<file path="src/rtl/sram16_arbiter.sv">
// Two-requester round-robin arbiter in front of the single-port SRAM16K macro.
// Supports locked bursts (bounded by MAX_LOCK grants) and routes read data back to the issuer.
module sram16_arbiter #(
  parameter int ADDR_W   = 12,
  parameter int DATA_W   = 32,
  parameter int RD_LAT   = 1,
  parameter int MAX_LOCK = 15
) (
  input  logic                clk,
  input  logic                rst_n,
  input  logic                a_req,
  input  logic                a_lock,
  input  logic [ADDR_W-1:0]   a_addr,
  input  logic [DATA_W-1:0]   a_wdata,
  input  logic [DATA_W/8-1:0] a_wen,
  output logic                a_gnt,
  output logic                a_rvalid,
  output logic [DATA_W-1:0]   a_rdata,
  input  logic                b_req,
  input  logic                b_lock,
  input  logic [ADDR_W-1:0]   b_addr,
  input  logic [DATA_W-1:0]   b_wdata,
  input  logic [DATA_W/8-1:0] b_wen,
  output logic                b_gnt,
  output logic                b_rvalid,
  output logic [DATA_W-1:0]   b_rdata,
  output logic                sram_cs,
  output logic [ADDR_W-1:0]   sram_addr,
  output logic [DATA_W-1:0]   sram_wdata,
  output logic [DATA_W/8-1:0] sram_wen,
  input  logic [DATA_W-1:0]   sram_rdata,
  output logic [1:0]          dbg_state
);

  // Handshake: a transfer happens in any cycle with X_req=1 and X_gnt=1; the requester
  // holds req/addr/wdata/wen stable until granted. gnt is combinational from req, state and rr_ptr.

  localparam int BE_W  = DATA_W / 8;
  localparam int CNT_W = $clog2(MAX_LOCK + 1);
  // lock_cnt already counts the grant being made, so the MAX_LOCK-th grant ends the burst.
  localparam logic [CNT_W-1:0] LAST_CNT = CNT_W'(MAX_LOCK - 1);
  localparam logic             CAN_LOCK = (MAX_LOCK > 1);

  typedef enum logic [1:0] {
    IDLE  = 2'd0,
    OWN_A = 2'd1,
    OWN_B = 2'd2
  } state_t;

  state_t            state, state_nxt;
  logic              rr_ptr, rr_nxt;      // 0 = A has priority, 1 = B
  logic [CNT_W-1:0]  lock_cnt, lock_cnt_nxt;
  logic              grant_a, grant_b;
  logic              own_is_b, own_req, own_lock;
  logic              is_read;
  logic [RD_LAT-1:0] pipe_vld;
  logic [RD_LAT-1:0] pipe_own;            // 1 = read belongs to B
  logic              head_vld, head_own;

  always_ff @(posedge clk or negedge rst_n) begin
    if (!rst_n) begin
      state    <= IDLE;
      rr_ptr   <= 1'b0;
      lock_cnt <= '0;
    end else begin
      state    <= state_nxt;
      rr_ptr   <= rr_nxt;
      lock_cnt <= lock_cnt_nxt;
    end
  end

  always_comb begin
    state_nxt    = state;
    rr_nxt       = rr_ptr;
    lock_cnt_nxt = lock_cnt;
    grant_a      = 1'b0;
    grant_b      = 1'b0;
    own_is_b     = (state == OWN_B);
    own_req      = own_is_b ? b_req  : a_req;
    own_lock     = own_is_b ? b_lock : a_lock;
    case (state)
      IDLE: begin
        if (a_req && b_req) begin
          grant_a = ~rr_ptr;
          grant_b = rr_ptr;
          rr_nxt  = ~rr_ptr;
        end else begin
          grant_a = a_req;
          grant_b = b_req;
        end
        if (CAN_LOCK && ((grant_a && a_lock) || (grant_b && b_lock))) begin
          state_nxt    = grant_a ? OWN_A : OWN_B;
          lock_cnt_nxt = CNT_W'(1);
        end
      end
      OWN_A, OWN_B: begin
        grant_a = !own_is_b && a_req;
        grant_b = own_is_b && b_req;
        if (own_req) begin
          if (own_lock && (lock_cnt != LAST_CNT)) begin
            lock_cnt_nxt = lock_cnt + CNT_W'(1);
          end else begin
            state_nxt    = IDLE;
            lock_cnt_nxt = '0;
            rr_nxt       = ~own_is_b;
          end
        end else if (!own_lock) begin
          state_nxt    = IDLE;
          lock_cnt_nxt = '0;
        end
      end
      default: begin
        state_nxt    = IDLE;
        lock_cnt_nxt = '0;
      end
    endcase
  end

  // Reset must silence the grants immediately even though they are combinational from req.
  assign a_gnt = grant_a & rst_n;
  assign b_gnt = grant_b & rst_n;

  assign sram_cs    = a_gnt | b_gnt;
  assign sram_addr  = a_gnt ? a_addr  : (b_gnt ? b_addr  : '0);
  assign sram_wdata = a_gnt ? a_wdata : (b_gnt ? b_wdata : '0);
  assign sram_wen   = a_gnt ? a_wen   : (b_gnt ? b_wen   : '0);
  assign is_read    = sram_cs && (sram_wen == '0);

  always_ff @(posedge clk or negedge rst_n) begin
    if (!rst_n) begin
      pipe_vld <= '0;
      pipe_own <= '0;
    end else begin
      pipe_vld[0] <= is_read;
      pipe_own[0] <= b_gnt;
      for (int i = 1; i < RD_LAT; i++) begin
        pipe_vld[i] <= pipe_vld[i-1];
        pipe_own[i] <= pipe_own[i-1];
      end
    end
  end

  assign head_vld = pipe_vld[RD_LAT-1];
  assign head_own = pipe_own[RD_LAT-1];

  assign a_rvalid = head_vld & ~head_own;
  assign b_rvalid = head_vld & head_own;
  assign a_rdata  = a_rvalid ? sram_rdata : '0;
  assign b_rdata  = b_rvalid ? sram_rdata : '0;

  assign dbg_state = state;

  // BE_W only documents the lane count; keep it referenced for readers of the port list.
  logic [BE_W-1:0] unused_be;
  assign unused_be = '0;

endmodule

</file>
<file path="config.mk">
export PLATFORM = sky130hd
export DESIGN_NAME = sram16_arbiter
export DESIGN_NICKNAME = d
export VERILOG_FILES = /design/src/rtl/sram16_arbiter.sv
export SDC_FILE = /design/constraint.sdc
export NUM_CORES = 1
export LEC_CHECK = 0
export CAP_MARGIN = 10
export CORE_AREA = 2 2 98 100
export DETAILED_ROUTE_END_ITERATION = 10
export DIE_AREA = 0 0 100 102
export GPL_TIMING_DRIVEN = 0
export PLACE_DENSITY_LB_ADDON = 0.1
export SYNTH_ARGS = -nofsm -noshare
export SYNTH_HDL_FRONTEND = slang
export SYNTH_SLANG_ARGS = --single-unit
</file>
<file path="constraint.sdc">
create_clock -name clk -period 5.13 [get_ports clk]
set_input_delay 1.026 -clock clk [delete_from_list [all_inputs] [get_ports clk]]
set_output_delay 1.026 -clock clk [all_outputs]
set_load 0.01 [all_outputs]
</file>
==> results of run 1 <==
==> worst register-to-register path, cell delays in order, from the launching register on <==
cell and delay, ns:
dfrtp_1 0.39, inv_1 0.13, ha_1 0.29, mux2_4 0.34, and3_4 0.18, a31o_1 0.19
buf_6 0.13, nand2b_4 0.15, mux2_4 0.29
==> stage by stage <==
step	utilization	instances	setup slack [ns]
2_1_floorplan	-	210	2.02
3_3_place_gp	0.474	573	0.455
3_5_place_dp	0.474	573	0.432
4_1_cts	0.479	577	0.419
5_1_grt	0.479	577	0.239
6_report	0.479	577	0.507
==> power groups by stage <==
stage                     combinational, W  sequential, W   clock, W
final                             0.000838       0.000118  0.0000863
after global routing              0.000907       0.000121  0.0000930
after CTS                         0.000849       0.000118  0.0000870
after global placement            0.000842       0.000117          0
after floorplan                   0.000428       0.000114          0
after detailed placement          0.000845       0.000119          0
==> worst max-delay path by stage <==
stage          depth (start not counted)              to  startpoint  slack (ns)
2_1_floorplan                          6  sram_wdata[10]       b_req        2.02
3_3_place_gp                           7  sram_wdata[13]       rst_n        0.46
3_5_place_dp                           7  sram_wdata[12]       rst_n        0.43
4_1_cts                                7  sram_wdata[13]       rst_n        0.42
5_1_grt                                7  sram_wdata[13]       rst_n        0.24
6_report                               7  sram_wdata[13]       rst_n        0.51
==> state kept, by name, summed over array words and instances (netlist names) <==
signal,flops
dbg_state,2
head_own,1
head_vld,1
lock_cnt,4
rr_ptr,1
==> metal layers <==
metal  routed length, um  global-route usage  up-vias  share of wire
met5                   0                   0        -              0
met4                  89              0.0316        0         0.0093
met3                1060              0.0575        7           0.11
met2                5170               0.339      159           0.54
met1                3250               0.168     1162           0.34
li1                    -                   -     1302              -
==> cell type report <==
cell class	count	area, um^2
clock buffers	4	45.0
plain buffers	20	111
fillers	922	4750
well taps	111	139
multi-input cells	178	1310
repair buffers	252	2520
flip-flops and latches	9	225
inverters	3	11.3
==> cells in the mapped netlist (all sizes together) <==
cell | number | area share
a211o | 1 | 0.0061
a21boi | 3 | 0.014
a21o | 1 | 0.0045
a21oi | 1 | 0.0030
a22o | 45 | 0.24
a22oi | 3 | 0.014
a31o | 2 | 0.011
and2 | 34 | 0.13
and3 | 34 | 0.13
and4bb | 1 | 0.0076
buf | 9 | 0.042
clkbuf | 11 | 0.026
dfrtp | 9 | 0.14
ha | 6 | 0.045
inv | 3 | 0.0068
mux2 | 3 | 0.025
mux2i | 2 | 0.012
nand2 | 7 | 0.016
nand2b | 3 | 0.016
nand3 | 6 | 0.018
nand3b | 1 | 0.0045
nand4b | 1 | 0.0053
nor2 | 7 | 0.016
nor2b | 3 | 0.011
nor3 | 3 | 0.016
nor3b | 1 | 0.0045
nor4 | 1 | 0.0038
nor4b | 1 | 0.0053
o21a | 1 | 0.0053
o21ai | 2 | 0.0061
o21bai | 1 | 0.0045
o31ai | 2 | 0.0091
or2 | 2 | 0.0076
==> kinds of logic (layout without fill, tap and decap cells) <==
| family | count (synthesis) | in the layout | synth area share |
|---|---|---|---|
| AO/OA/AOI/OAI | 62 | 62 | 0.315 |
| adder cells (fa/ha/maj) | 6 | 6 | 0.0454 |
| buffers and inverters | 23 | 279 | 0.0742 |
| flip-flops | 9 | 9 | 0.136 |
| multiplexers | 5 | 5 | 0.0371 |
| AND/OR/NAND/NOR | 105 | 105 | 0.392 |
==> flow_summary.ini, run 1 <==
[place]
portBuffers = 252
post_dp_cell_area_um2 = 4310
gp_congestion = 0.752
dp_hpwl_mm = 8.35

[synthesis]
syn_area_per_cell_um2 = 7.87
synth-seq-area-share = 0.136
syn_inst = 210
syn-num-nets = 350
synth.distinct_cells = 42
synth_warnings = 0
netlist_area_um2 = 1650
synth-seq-cells = 9

[global_route]
grt_pass1_vias = 2633
grt_usage = 0.169
gr-total-overflow = 0
grt_pass1_wl_mm = 13.7
grt_max_degree = 12
antenna_found_initial = 0

[cells_and_area]
area_growth_pct = 164
final_common_cell = clkdlybuf4s50_1
layout_common_cells = clkdlybuf4s50_1, a22o_1, and2_1
diodes = 0
design_area_um2 = 4360
nNetsFinal = 607
layout-drive-gt1-share = 0.0515

[power]
p_leak_nw = 1.81
combPwrFrac = 0.804
p_clk_frac = 0.083
peakVddDrop_uv = 116
p_total_w = 0.00104
power_density_nw_per_um2 = 239
swShare = 0.398
p_int_w = 0.000628
seqPwrFrac = 0.113
p_sw_w = 0.000415

[critical_path]
path_cells = clkdlybuf4s50_1 -> nor2b_1 -> nand2_1 -> nor3_4 -> buf_4 -> a22o_1 -> clkdlybuf4s50_1
cp_slowest_stage_delay_ns = 0.77
timing.rr.end = dbg_state[1]
crit_required_ns = 4.10
critPathKind = input port to output pin
crit_buf_inv = 3
r2r_start = dbg_state[0]
worstPathArrival_ns = 3.60
slowest_stage = clkdlybuf4s50_1
r2r_slack_ns = 2.93
cpMostUsedCell = clkdlybuf4s50_1
reg2regPathDepth = 8
critPathLaunchType = input port
critPathCaptureType = output pin
cp_max_fo = 11
worst_path_dominant_cell_family = buffers and inverters

[clocking]
post_cts.repair.setup_buffers = 0
clock_path_buffers = 2
clockRootBuffer = clkbuf_8
clkSinkCount = 9
cts_made_buffers = 3
htreeDepth = 1
clkLatencyLatePin_ns = 0.24
hold_buffers = 0
cts_resized = 0
cts_tree = done
path_clk_slew_ns = 0.05

[sta]
period_share = 0.901
period_needed_ns = 4.62
worst_slew_pin_slew_ns = 0.486
setup_viol = 0
fin_skew_ns = 0.00350
hold_viol = 0
relSlewSlack = 0.675
rsz0062_at_grt = false
whs_ns = 0.540
fmax_mhz = 216
setup_tns_ns = 0
maxSlewViolCount = 0

[die]
coreArea_um2 = 9110
die_height_um = 102
num_rows = 35
dieWidth_um = 100
io_pins = 253
fp.dieArea_um2 = 10200
start_util = 0.181

[routing]
drt_pass1_iterations = 4
post-route-drc-count = 0
viasPerCell = 4.56
routed_wl_mm = 9.57
wl_per_cell_um = 16.6
first_iter_violations = 69
vias = 2630
ant_nets = 0

[job]
max_cap_violations = 0

[hold_path]
whs_path_depth = 1
whs_endpoint = lock_cnt[2]
hold_class = flop to flop
hp-start = lock_cnt[2]

[status]
outcome = complete, no violations
(Power assumes the default switching activity.)
==> run 2, diff against run 1 <==
--- a/config.mk
+++ b/config.mk
@@ -6,11 +6,12 @@
 export NUM_CORES = 1
 export LEC_CHECK = 0
 export CAP_MARGIN = 10
-export CORE_AREA = 2 2 98 100
+export CORE_MARGIN = 10
+export CORE_UTILIZATION = 25
 export DETAILED_ROUTE_END_ITERATION = 10
-export DIE_AREA = 0 0 100 102
 export GPL_TIMING_DRIVEN = 0
 export PLACE_DENSITY_LB_ADDON = 0.1
+export RECOVER_POWER = 50
 export SYNTH_ARGS = -nofsm -noshare
 export SYNTH_HDL_FRONTEND = slang
 export SYNTH_SLANG_ARGS = --single-unit
==> run 2 against run 1 <==
- non-clock buffer count stayed put
- register-to-register slack got worse by 0.20 ns
- die area up 0.62%
- worst hold slack improved by 0.0071 ns
==> flow_summary.ini, run 2 (synthesis gave the netlist of run 1 again) <==
[place]
portBuffers = 252
dp_hpwl_mm = 10.5
gp_congestion = 0.902
post_dp_cell_area_um2 = 4270

[critical_path]
cp_max_fo = 11
timing.rr.end = dbg_state[1]
critPathLaunchType = input port
crit_required_ns = 4.10
reg2regPathDepth = 8
critPathCaptureType = output pin
worstPathArrival_ns = 3.67
critPathKind = input port to output pin
r2r_start = dbg_state[0]
r2r_slack_ns = 2.73

[clocking]
hold_buffers = 0
clock_path_buffers = 2
cts_resized = 0
clkLatencyLatePin_ns = 0.23
clkSinkCount = 9
path_clk_slew_ns = 0.04
post_cts.repair.setup_buffers = 0
cts_tree = done
cts_made_buffers = 3
clockRootBuffer = clkbuf_8
htreeDepth = 1

[power]
swShare = 0.407
p_int_w = 0.000608
power_density_nw_per_um2 = 239
p_sw_w = 0.000417
peakVddDrop_uv = 153
p_clk_frac = 0.078
p_leak_nw = 1.97
combPwrFrac = 0.807
seqPwrFrac = 0.115

[global_route]
grt_usage = 0.203
grt_pass1_vias = 2753
antenna_found_initial = 0
grt_max_degree = 12
grt_pass1_wl_mm = 16.5
gr-total-overflow = 0

[sta]
setup_viol = 0
period_share = 0.915
worst_slew_pin_slew_ns = 0.489
setup_tns_ns = 0
hold_viol = 0
maxSlewViolCount = 0
fmax_mhz = 213
period_needed_ns = 4.70
fin_skew_ns = 0.00417
rsz0062_at_grt = false
relSlewSlack = 0.673

[routing]
wl_per_cell_um = 21.3
routed_wl_mm = 11.6
viasPerCell = 4.90
drt_pass1_iterations = 4
first_iter_violations = 67
ant_nets = 0
vias = 2658
post-route-drc-count = 0

[hold_path]
hp-start = lock_cnt[3]
hold_class = flop to flop
whs_endpoint = lock_cnt[3]
whs_path_depth = 1

[cells_and_area]
n_fill_cell = 564
design_area_um2 = 4300
seq_area_um2 = 225
layout_common_cells = clkdlybuf4s50_1, dlygate4sd3_1, a22o_1
multi_input_area_um2 = 1290
area_growth_pct = 160
final_common_cell = clkdlybuf4s50_1
diodes = 0
nNetsFinal = 607
largest_reg_flops = 4
regMostFlops = lock_cnt
layout-drive-gt1-share = 0.0472

[die]
fp.dieArea_um2 = 10300
io_pins = 253
coreArea_um2 = 6390
dieWidth_um = 101
num_rows = 29
start_util = 0.259
die_height_um = 101

[status]
outcome = complete, no violations

[job]
max_cap_violations = 0
-- run 2: layer usage --
layer	wire [um]	part of all wire	vias to the layer above	track usage
li1	-	-	1298	-
met1	4080	0.35	1188	0.207
met3	1410	0.12	8	0.0933
met4	108	0.0093	0	0.0300
met2	5970	0.52	164	0.376
met5	0	0	-	0
-- run 2: layout make-up --
type / instances / area share
multi-input combinational: 178 / 0.301
inverter: 3 / 0.00262
tap: 77 / 0.0224
clock buffer: 4 / 0.0105
timing repair buffer: 252 / 0.587
buffer: 20 / 0.0242
sequential: 9 / 0.0524
-- run 2: stage by stage --
step | instances | util | setup WS [ns] | power [W] | hold WS, ns
CTS | 543 | 0.676 | 0.441 | 0.00106 | 0.550
global placement | 539 | 0.669 | 0.449 | 0.000965 | 0.520
finish | 543 | 0.673 | 0.435 | 0.00103 | 0.547
floorplan | 210 | - | 2.02 | 0.000542 | 0.493
detailed placement | 539 | 0.669 | 0.445 | 0.000975 | 0.538
global route | 543 | 0.673 | 0.187 | 0.00110 | 0.566
-- run 2: worst max-delay path by stage --
| stage | from | endpoint | slack, ns | depth (start not counted) |
|---|---|---|---|---|
| after floorplan | b_req | sram_wdata[10] | 2.02 | 6 |
| after global placement | rst_n | sram_wdata[4] | 0.45 | 7 |
| after detailed placement | rst_n | sram_wdata[4] | 0.44 | 7 |
| after CTS | rst_n | sram_wdata[4] | 0.44 | 7 |
| after global routing | rst_n | sram_wdata[21] | 0.19 | 7 |
| final | rst_n | sram_wdata[5] | 0.43 | 7 |
-- run 2: critical path: stages --
cell	delay, ns
dlygate4sd3_1	0.84
nor2b_1	0.29
nand2_1	0.14
nor3_4	0.39
buf_4	0.26
a22o_1	0.14
clkdlybuf4s50_1	0.57
-- run 2: power groups by stage --
stage,Clock [W],Sequential [W],Combinational (W)
floorplan,0,0.000114,0.000428
global placement,0,0.000118,0.000847
detailed placement,0,0.000119,0.000856
CTS,0.0000841,0.000118,0.000860
global route,0.0000872,0.000122,0.000890
finish,0.0000802,0.000117,0.000827
